===== config.mk =====
export PLATFORM = sky130hd
export DESIGN_NAME = uart_tx
export DESIGN_NICKNAME = d
export VERILOG_FILES = /design/src/rtl/uart_tx.sv
export SDC_FILE = /design/constraint.sdc
export NUM_CORES = 1
export LEC_CHECK = 0
export BUFFER_PORTS_ARGS = -buffer_cell sky130_fd_sc_hd__buf_2
export CELL_PAD_IN_SITES_DETAIL_PLACEMENT = 1
export CELL_PAD_IN_SITES_GLOBAL_PLACEMENT = 1
export CORE_AREA = 2 2 83 85
export DETAILED_ROUTE_END_ITERATION = 8
export DIE_AREA = 0 0 85 87
export HOLD_SLACK_MARGIN = 0.08
export PLACE_DENSITY = 0.93
export SLEW_MARGIN = 5
export SYNTH_ARGS = -nofsm -noshare
export SYNTH_HDL_FRONTEND = slang
export SYNTH_SLANG_ARGS = --single-unit
export TNS_END_PERCENT = 50

===== constraint.sdc =====
create_clock -name clk -period 2.8 [get_ports clk]
set_input_delay 0.14 -clock clk [delete_from_list [all_inputs] [get_ports clk]]
set_output_delay 0.14 -clock clk [all_outputs]
set_load 0.05 [all_outputs]

===== src/rtl/uart_tx.sv =====
// uart_tx: word-wide 8N1 serial transmitter.
// Sends WORD_BYTES bytes LSB-first, each as start, 8 data bits (LSB first) and stop.
module uart_tx #(
  parameter int CLKS_PER_BIT = 868,
  parameter int WORD_BYTES   = 4
) (
  input  logic                    clk,
  input  logic                    reset,
  input  logic [8*WORD_BYTES-1:0] tx_word,
  input  logic                    tx_valid,
  output logic                    tx_ready,
  output logic                    tx,
  output logic                    busy,
  output logic                    tx_done,
  output logic [2:0]              tx_byte_idx
);

  localparam int          W         = 8 * WORD_BYTES;
  localparam logic [15:0] BAUD_LAST = 16'(CLKS_PER_BIT - 1);
  localparam logic [2:0]  BYTE_LAST = 3'(WORD_BYTES - 1);

  typedef enum logic [1:0] {
    IDLE,
    START,
    DATA,
    STOP
  } state_t;

  state_t      state;
  state_t      state_nxt;
  logic [15:0] baud_cnt;
  logic [2:0]  bit_cnt;
  logic [2:0]  byte_idx;
  logic [W-1:0] shreg;
  logic        tx_nxt;
  logic        bit_end;
  logic        accept;
  logic        last_bit;
  logic        last_byte;
  logic        word_end;

  assign bit_end   = (baud_cnt == BAUD_LAST);
  assign accept    = (state == IDLE) && tx_valid;
  assign last_bit  = (bit_cnt == 3'd7);
  assign last_byte = (byte_idx == BYTE_LAST);
  assign word_end  = (state == STOP) && bit_end && last_byte;

  always_ff @(posedge clk or posedge reset) begin
    if (reset) begin
      state <= IDLE;
    end else begin
      state <= state_nxt;
    end
  end

  always_comb begin
    state_nxt = state;
    unique case (state)
      IDLE: begin
        if (tx_valid) begin
          state_nxt = START;
        end
      end
      START: begin
        if (bit_end) begin
          state_nxt = DATA;
        end
      end
      DATA: begin
        if (bit_end && last_bit) begin
          state_nxt = STOP;
        end
      end
      STOP: begin
        if (bit_end) begin
          state_nxt = last_byte ? IDLE : START;
        end
      end
      default: state_nxt = IDLE;
    endcase
  end

  // tx is registered, so its next value is chosen from the next state.
  // The register shifts at each data-bit end, so the upcoming bit is
  // shreg[0] on entry from START and shreg[1] on a data-bit boundary.
  always_comb begin
    tx_ready = (state == IDLE);
    busy     = (state != IDLE);
    tx_nxt   = tx;
    unique case (1'b1)
      state_nxt == IDLE,
      state_nxt == STOP: tx_nxt = 1'b1;
      state_nxt == START: tx_nxt = 1'b0;
      state_nxt == DATA: begin
        if (state == START) begin
          tx_nxt = shreg[0];
        end else if (bit_end) begin
          tx_nxt = shreg[1];
        end
      end
      default: tx_nxt = 1'b1;
    endcase
  end

  always_ff @(posedge clk or posedge reset) begin
    if (reset) begin
      baud_cnt <= '0;
      bit_cnt  <= '0;
      byte_idx <= '0;
      shreg    <= '0;
      tx       <= 1'b1;
      tx_done  <= 1'b0;
    end else begin
      tx      <= tx_nxt;
      tx_done <= word_end;
      if (accept) begin
        shreg    <= tx_word;
        baud_cnt <= '0;
        bit_cnt  <= '0;
        byte_idx <= '0;
      end else if (state != IDLE) begin
        baud_cnt <= bit_end ? 16'd0 : baud_cnt + 16'd1;
        if (state == DATA && bit_end) begin
          bit_cnt <= bit_cnt + 3'd1;
          shreg   <= shreg >> 1;
        end
        if (state == STOP && bit_end) begin
          byte_idx <= last_byte ? 3'd0 : byte_idx + 3'd1;
        end
      end
    end
  end

  assign tx_byte_idx = byte_idx;

endmodule


==> results.md, run 1 <==
* Final setup vio count at 0
* Ant. Diodes at 0
* H-tree levels at 3
* Clock period minus final worst setup slack at 2430 ps
* Hold Fails Final Rpt at 0
* Hold_buf cts at 4
* RSZ-0062 raised after global routing: false
* Setup WS pre-CTS at between 400 and 500 ps
* Vias in the first global route at 2,839
* First DRT Iteration DRCs at 212
* CP max FO at 29
* DR WL/cell at 20.4 µm
* Routed vias/inst at 6.50
* PnR worst setup slack at 370 ps
* Delay of the slowest critical-path stage at 580 ps
* Worst-skew pair later-pin latency at 350 ps
* WL final at 8.63 mm
* DRT antenna net count at 0
* Synth area leaders: dfrtp_1 47%, a221o_1 9.5%, and3_1 6.7%
* Synth Flop Type: dfrtp_1
* CORE AREA at 6570 µm²
* WP data arrival at 2660 ps
* Max-slew headroom at 0.300
* CTS clk-pin slew, worst paths at around 70 ps
* Clock Root Buffer: clkbuf_8
* Final Cycle Share at 0.868
* CP endpoint kind: flip-flop
* Layout cell share with drive strength beyond 1 at 0.204
* IO buf count at between 40 and 50
* Achievable Freq at 0.411 GHz
* DP Wirelength at 5.62 mm
* CP cell instances: ha_1 > nor4b_4 > nand4_2 > o21a_1 > a221o_1
* Drt first pass iters at 4
* Mapped Area at 3060 µm²
* Initial antenna violation count at 0
* Clk_skew at 10.2 ps
* Seq cells post-synth at 58
* Crit-path slowest cell: o21a_1
* FF/Latch Area at 1450 µm²
* Post-synth ARST share at 1.00
* Synth Instances at 300
* Total vias in the final route at 2,749
* Site row count at 30
* Crit path buffers/inverters at 0
* Setup TNS at 0 ps
* Chip Width at 85 µm
* Synthesis-to-layout area growth at 16.3%
* Final #Nets at approximately 380
* Worst path required time at 3030 ps
* Die extent in y at slightly below 90 µm
* Die area at 7400 µm²
* Post-synth top area cell: dfrtp_1
* CP Launch Type: flip-flop
* Multi-input combinational cell area at 1460 µm²
* Grt total ovfl at 0
* Worst IR drop on VDD at 0.413 mV
* Hold Path Class: input pin to flip-flop
* Resize count post-CTS at 0
* Ports at 42
* Initial Util at 0.466
* Syn nets at 339
* Slew @ Worst Pin at approximately 1100 ps
* Remaining DRCs at 0
* Number of flops mapped to enable cells by yosys at 0
* Area post-placement at 3300 µm²
* Sequential share of the synthesized area at 0.474
* Pwr/cell area at 781 nW/µm²
* CP Class: flip-flop to flip-flop
* Share of the synthesized area in the top cell type at 0.465
* Max-cap viol count at 0
* Total setup buffers inserted after CTS at 0
* CTS tree: built
* Synth warn at 0
* First-pass GRT wire length at between 10 and 15 mm
* Finished Cell Area at 3560 µm²
* Clk sinks at 58
* Clk buf depth at 2
* Pins Over Slew Limit at 0
* Leakage at 1.68 nW
* Total CTS buffers at 9
* Total track usage at 0.248
* Largest delay contributor family on the critical path: compound AO/OA/AOI/OAI gates
* Pin count of the biggest net entering global routing at 35
* GPL Wtd Cong at 0.836
* Status: completed
* Fill count at around 720
* Syn_area_per_cell at 10.2 µm²
* Number of distinct library cells after synthesis at 49
worst min-delay path, cell delays in order:
cell     delay (ps)
buf_2            90
nor2_1          100
a21oi_1          60
state kept, by name, summed over array words and instances (netlist names):
register	count
tx_done	1
tx_byte_idx	3
bit_cnt	3
state	2
baud_cnt	16
tx	1
shreg	32
through the flow:
step | utilization | hold WS [ps] | cells | power [mW]
final | 0.542 | 84.4 | 423 | 2.78
after global routing | 0.542 | 97.7 | 423 | 2.93
after CTS | 0.542 | 82.2 | 423 | 2.80
after detailed placement | 0.503 | 213 | 403 | 1.91
after global placement | 0.503 | 214 | 403 | 1.85
after floorplan | - | 257 | 300 | 1.72
metal layers:
layer	share of wire	up-vias	wire (µm)	track usage
li1	-	1252	-	-
met3	0.045	16	391	0.0673
met2	0.51	79	4390	0.402
met4	0.021	0	183	0.0909
met5	0	-	0	0
met1	0.43	1402	3670	0.320
kinds of logic after synthesis:
logic type,count (synthesis),synth area share
AOI/OAI and AO/OA,77,0.203
DFF,58,0.474
buffers and inverters,35,0.0502
and+or+nand+nor,118,0.231
muxes,5,0.0167
adders and majority gates,4,0.0163
xor gates and xnor gates,3,0.00858
placed cells by master (no fill, tap or decap), drive strengths merged, types with 3 or more instances in the layout:
cell type	n
clkbuf	11
a221o	29
or3	4
nor2	10
buf	47
nor4b	3
o211ai	5
clkinv	3
ha	4
o31ai	4
nand2b	3
and3	33
o21ai	8
nand4	13
nor3	6
inv	10
a41oi	4
a31oi	9
a21oi	7
mux2i	4
nand2	21
nand3	12
dlygate4sd3	4
dfrtp	57
final cells by class:
cell class | instances | share of cell area
tap | 80 | 0.0281
inverter | 11 | 0.0116
clock buffer | 11 | 0.0397
timing repair buffer | 51 | 0.0815
clock inverter | 5 | 0.0218
sequential | 58 | 0.408
multi-input combinational | 207 | 0.410
synth_stat cells, drive strengths merged, types with 4 or more instances:
library cell  number
clkbuf            16
a221o             29
and3              33
a41oi              4
buf                8
nor2              10
ha                 4
or3                4
a21oi              7
a31oi              9
nand4             13
nor3               6
nand2             21
o31ai              4
dfrtp             57
o21ai              8
nand3             12
mux2i              4
o211ai             5
inv               10
power breakdown:
group	internal [mW]	switching, mW
logic	0.298	0.261
registers	1.08	0.268
clock network	0.522	0.352
total	1.90	0.881
worst paths after layout:
check                                        start                     to  slack (ps)  cells past startpoint
max                        baud_cnt[0]$_DFFE_PP0P_   shreg[7]$_DFFE_PP0P_         370                      5
min                                    tx_word[23]  shreg[23]$_DFFE_PP0P_          80                      3
max reg2reg                baud_cnt[0]$_DFFE_PP0P_   shreg[7]$_DFFE_PP0P_         370                      5
min reg2reg                  shreg[18]$_DFFE_PP0P_  shreg[18]$_DFFE_PP0P_         520                      1
max in group asynchronous                    reset         tx$_DFFE_PP1P_        1570                      4
min in group asynchronous                    reset  shreg[20]$_DFFE_PP0P_         380                      3
(Power assumes the default switching activity.)
==> inputs of run 2 (changes only) <==
==> constraint.sdc (replaced) <==
create_clock -name clk -period 2.87 [get_ports clk]
set_input_delay 0.1435 -clock clk [delete_from_list [all_inputs] [get_ports clk]]
set_output_delay 0.1435 -clock clk [all_outputs]
set_load 0.05 [all_outputs]
==> run 2 against run 1 <==
Sequential power barely moved. Largest power group unchanged. Die area did not move. Non-clock buffer count rose by 2. Global-route usage rose by 0.48 points. Worst hold slack improved by 3.4 ps. Register-to-register slack barely moved. Clock skew fell by 2.5 ps. Core utilization rose by 0.32 points. Critical endpoint is now bit_cnt[0]$_DFFE_PP0P_. Design area rose by 0.60%. First-iteration DRC count fell by 10%. Sequential cell count did not move. Total power fell by 1.3%.
==> results.md, run 2 (synthesized netlist as in run 1, its figures left out) <==
* Die area at 7400 µm²
* PnR worst setup slack at 374 ps
* Setup WS pre-CTS at 501 ps
* Most frequent cells in the layout: 57 x dfrtp_1, 41 x buf_2, 33 x and3_1
* Reg-to-reg startpoint: state[1]$_DFF_PP0_
* Layout cell share with drive strength beyond 1 at 0.212
* DR WL/cell at 21.5 µm
* Clock Root Buffer: clkbuf_8
* CP endpoint kind: flip-flop
* Chip Width at 85 µm
* Grt total ovfl at 0
* Pwr/cell area at 767 nW/µm²
* Worst R2R Setup Slack at 370 ps
* Delay of the slowest critical-path stage at around 890 ps
* Ant. Diodes at 0
* First DRT Iteration DRCs at 190
* Initial Util at 0.466
* Worst r2r path cells at 5
* Slew @ Worst Pin at 1060 ps
* DP Wirelength at 5.68 mm
* CP Launch Type: flip-flop
* WP data arrival at 2780 ps
* IO buf count at just over 40
* Worst-skew pair later-pin latency at 350 ps
* Leakage at 1.68 nW
* H-tree levels at 3
* Max-slew headroom at 0.296
* Setup TNS at 0 ps
* First-pass GRT wire length at 14.7 mm
* Synthesis-to-layout area growth at 17.0%
* Final Cycle Share at 0.870
* Biggest register: shreg
* Fill count at 729
* WHS at between 80 and 90 ps
* Design Power at 2.75 mW
* Final #Nets at roughly 380
* Clk sinks at between 50 and 60
* FF/Latch Area at approximately 1500 µm²
* Hold Fails Final Rpt at 0
* Worst path required time at 3150 ps
* Initial antenna violation count at 0
* Vias in the first global route at 2,823
* Total vias in the final route at 2,760
* CTS tree: built
* DRT antenna net count at 0
* Clk buf depth at 2
* Drt first pass iters at 4
* Ports at between 40 and 50
* Final setup vio count at 0
* Remaining DRCs at 0
* Multi-input combinational cell area at 1460 µm²
* CTS clk-pin slew, worst paths at 70 ps
* Total setup buffers inserted after CTS at 0
* Hold-critical path endpoint: shreg[22]$_DFFE_PP0P_
* Hold Startpoint: tx_word[22]
* Max-cap viol count at 0
* Pin count of the biggest net entering global routing at 36
* CP max FO at 29
* CP cell instances: or2_1 > inv_1 > nand2_1 > o21a_1 > mux2_2
* Largest registers: shreg: 32 flops, baud_cnt: 16 flops
* Clk_skew at 7.71 ps
* CORE AREA at 6570 µm²
* Total CTS buffers at 9
* GPL Wtd Cong at 0.804
* Die extent in y at 87 µm
* R2R Path End: bit_cnt[0]$_DFFE_PP0P_
* Achievable Freq at 0.401 GHz
* Hold Path Class: input pin to flip-flop
* Largest register FFs at 32
* Site row count at 30
* Worst IR drop on VDD at just under 0.4 mV
* Crit-path slowest cell: o21a_1
* Total track usage at 0.253
* Hold depth at 3
* WL final at 9.15 mm
* Routed vias/inst at 6.49
* Pins Over Slew Limit at 0
* CP Class: flip-flop to flip-flop
* RSZ-0062 raised after global routing: false
* Most common cell after layout, fill and taps aside: dfrtp_1
* Status: completed
* Clock period minus final worst setup slack at 2500 ps
-- run 2: cell count changes in the layout (fill, tap and decap cells not counted), sizes merged --
cell	change
buf	+2
clkbuf	-2
inv	+2
clkinv	-1
clkinvlp	+1
-- run 2: critical path, delay by kind of cell (launching register included) --
family / cells / cell delay, ps
compound gates: 1 / 890
buf+inv: 1 / 100
flops: 1 / 640
mux: 1 / 310
simple gates: 2 / 500
-- run 2: repair_timing --
| item | CTS | global route |
|---|---|---|
| setup endpoints to repair | 0 | 0 |
| hold buffers | 4 | 0 |
| resized for setup | 0 | 0 |
| hold endpoints to repair | 35 | 0 |
-- run 2: cell type report --
| type | count | share of cell area |
|---|---|---|
| Clock buffer | 9 | 0.0346 |
| Clock inverter | 7 | 0.0283 |
| Inverter | 11 | 0.0115 |
| Sequential cell | 58 | 0.405 |
| Multi-Input combinational cell | 207 | 0.407 |
| Tap cell | 80 | 0.0279 |
| Timing Repair Buffer | 53 | 0.0852 |
-- run 2: worst max path at each step --
stage	slack, ps	end	start	cells past startpoint
after floorplan	1010	shreg[0]$_DFFE_PP0P_	baud_cnt[0]$_DFFE_PP0P_	7
after global placement	610	bit_cnt[0]$_DFFE_PP0P_	baud_cnt[0]$_DFFE_PP0P_	5
after detailed placement	500	shreg[11]$_DFFE_PP0P_	baud_cnt[0]$_DFFE_PP0P_	5
after CTS	430	bit_cnt[0]$_DFFE_PP0P_	state[1]$_DFF_PP0_	5
after global routing	250	bit_cnt[0]$_DFFE_PP0P_	state[1]$_DFF_PP0_	5
final	370	bit_cnt[0]$_DFFE_PP0P_	state[1]$_DFF_PP0_	5
-- run 2: through the flow --
stage          cells  utilization  area [µm²]
6_report         425        0.546        3580
5_1_grt          425        0.546        3580
4_1_cts          425        0.546        3580
3_5_place_dp     405        0.505        3320
3_3_place_gp     405        0.505        3320
2_1_floorplan    300            -        3060
-- run 2: per-layer routing --
layer / global-route usage / vias to the layer above / share of wire
met5: 0 / - / 0
met2: 0.428 / 91 / 0.49
met1: 0.334 / 1400 / 0.45
met4: 0.0635 / 0 / 0.015
met3: 0.0512 / 13 / 0.045
li1: - / 1256 / -
-- run 2: power breakdown --
group | switching (mW) | internal [mW] | total, mW
combinational | 0.261 | 0.293 | 0.553
clock | 0.373 | 0.496 | 0.869
sequential | 0.272 | 1.05 | 1.33
total | 0.905 | 1.84 | 2.75
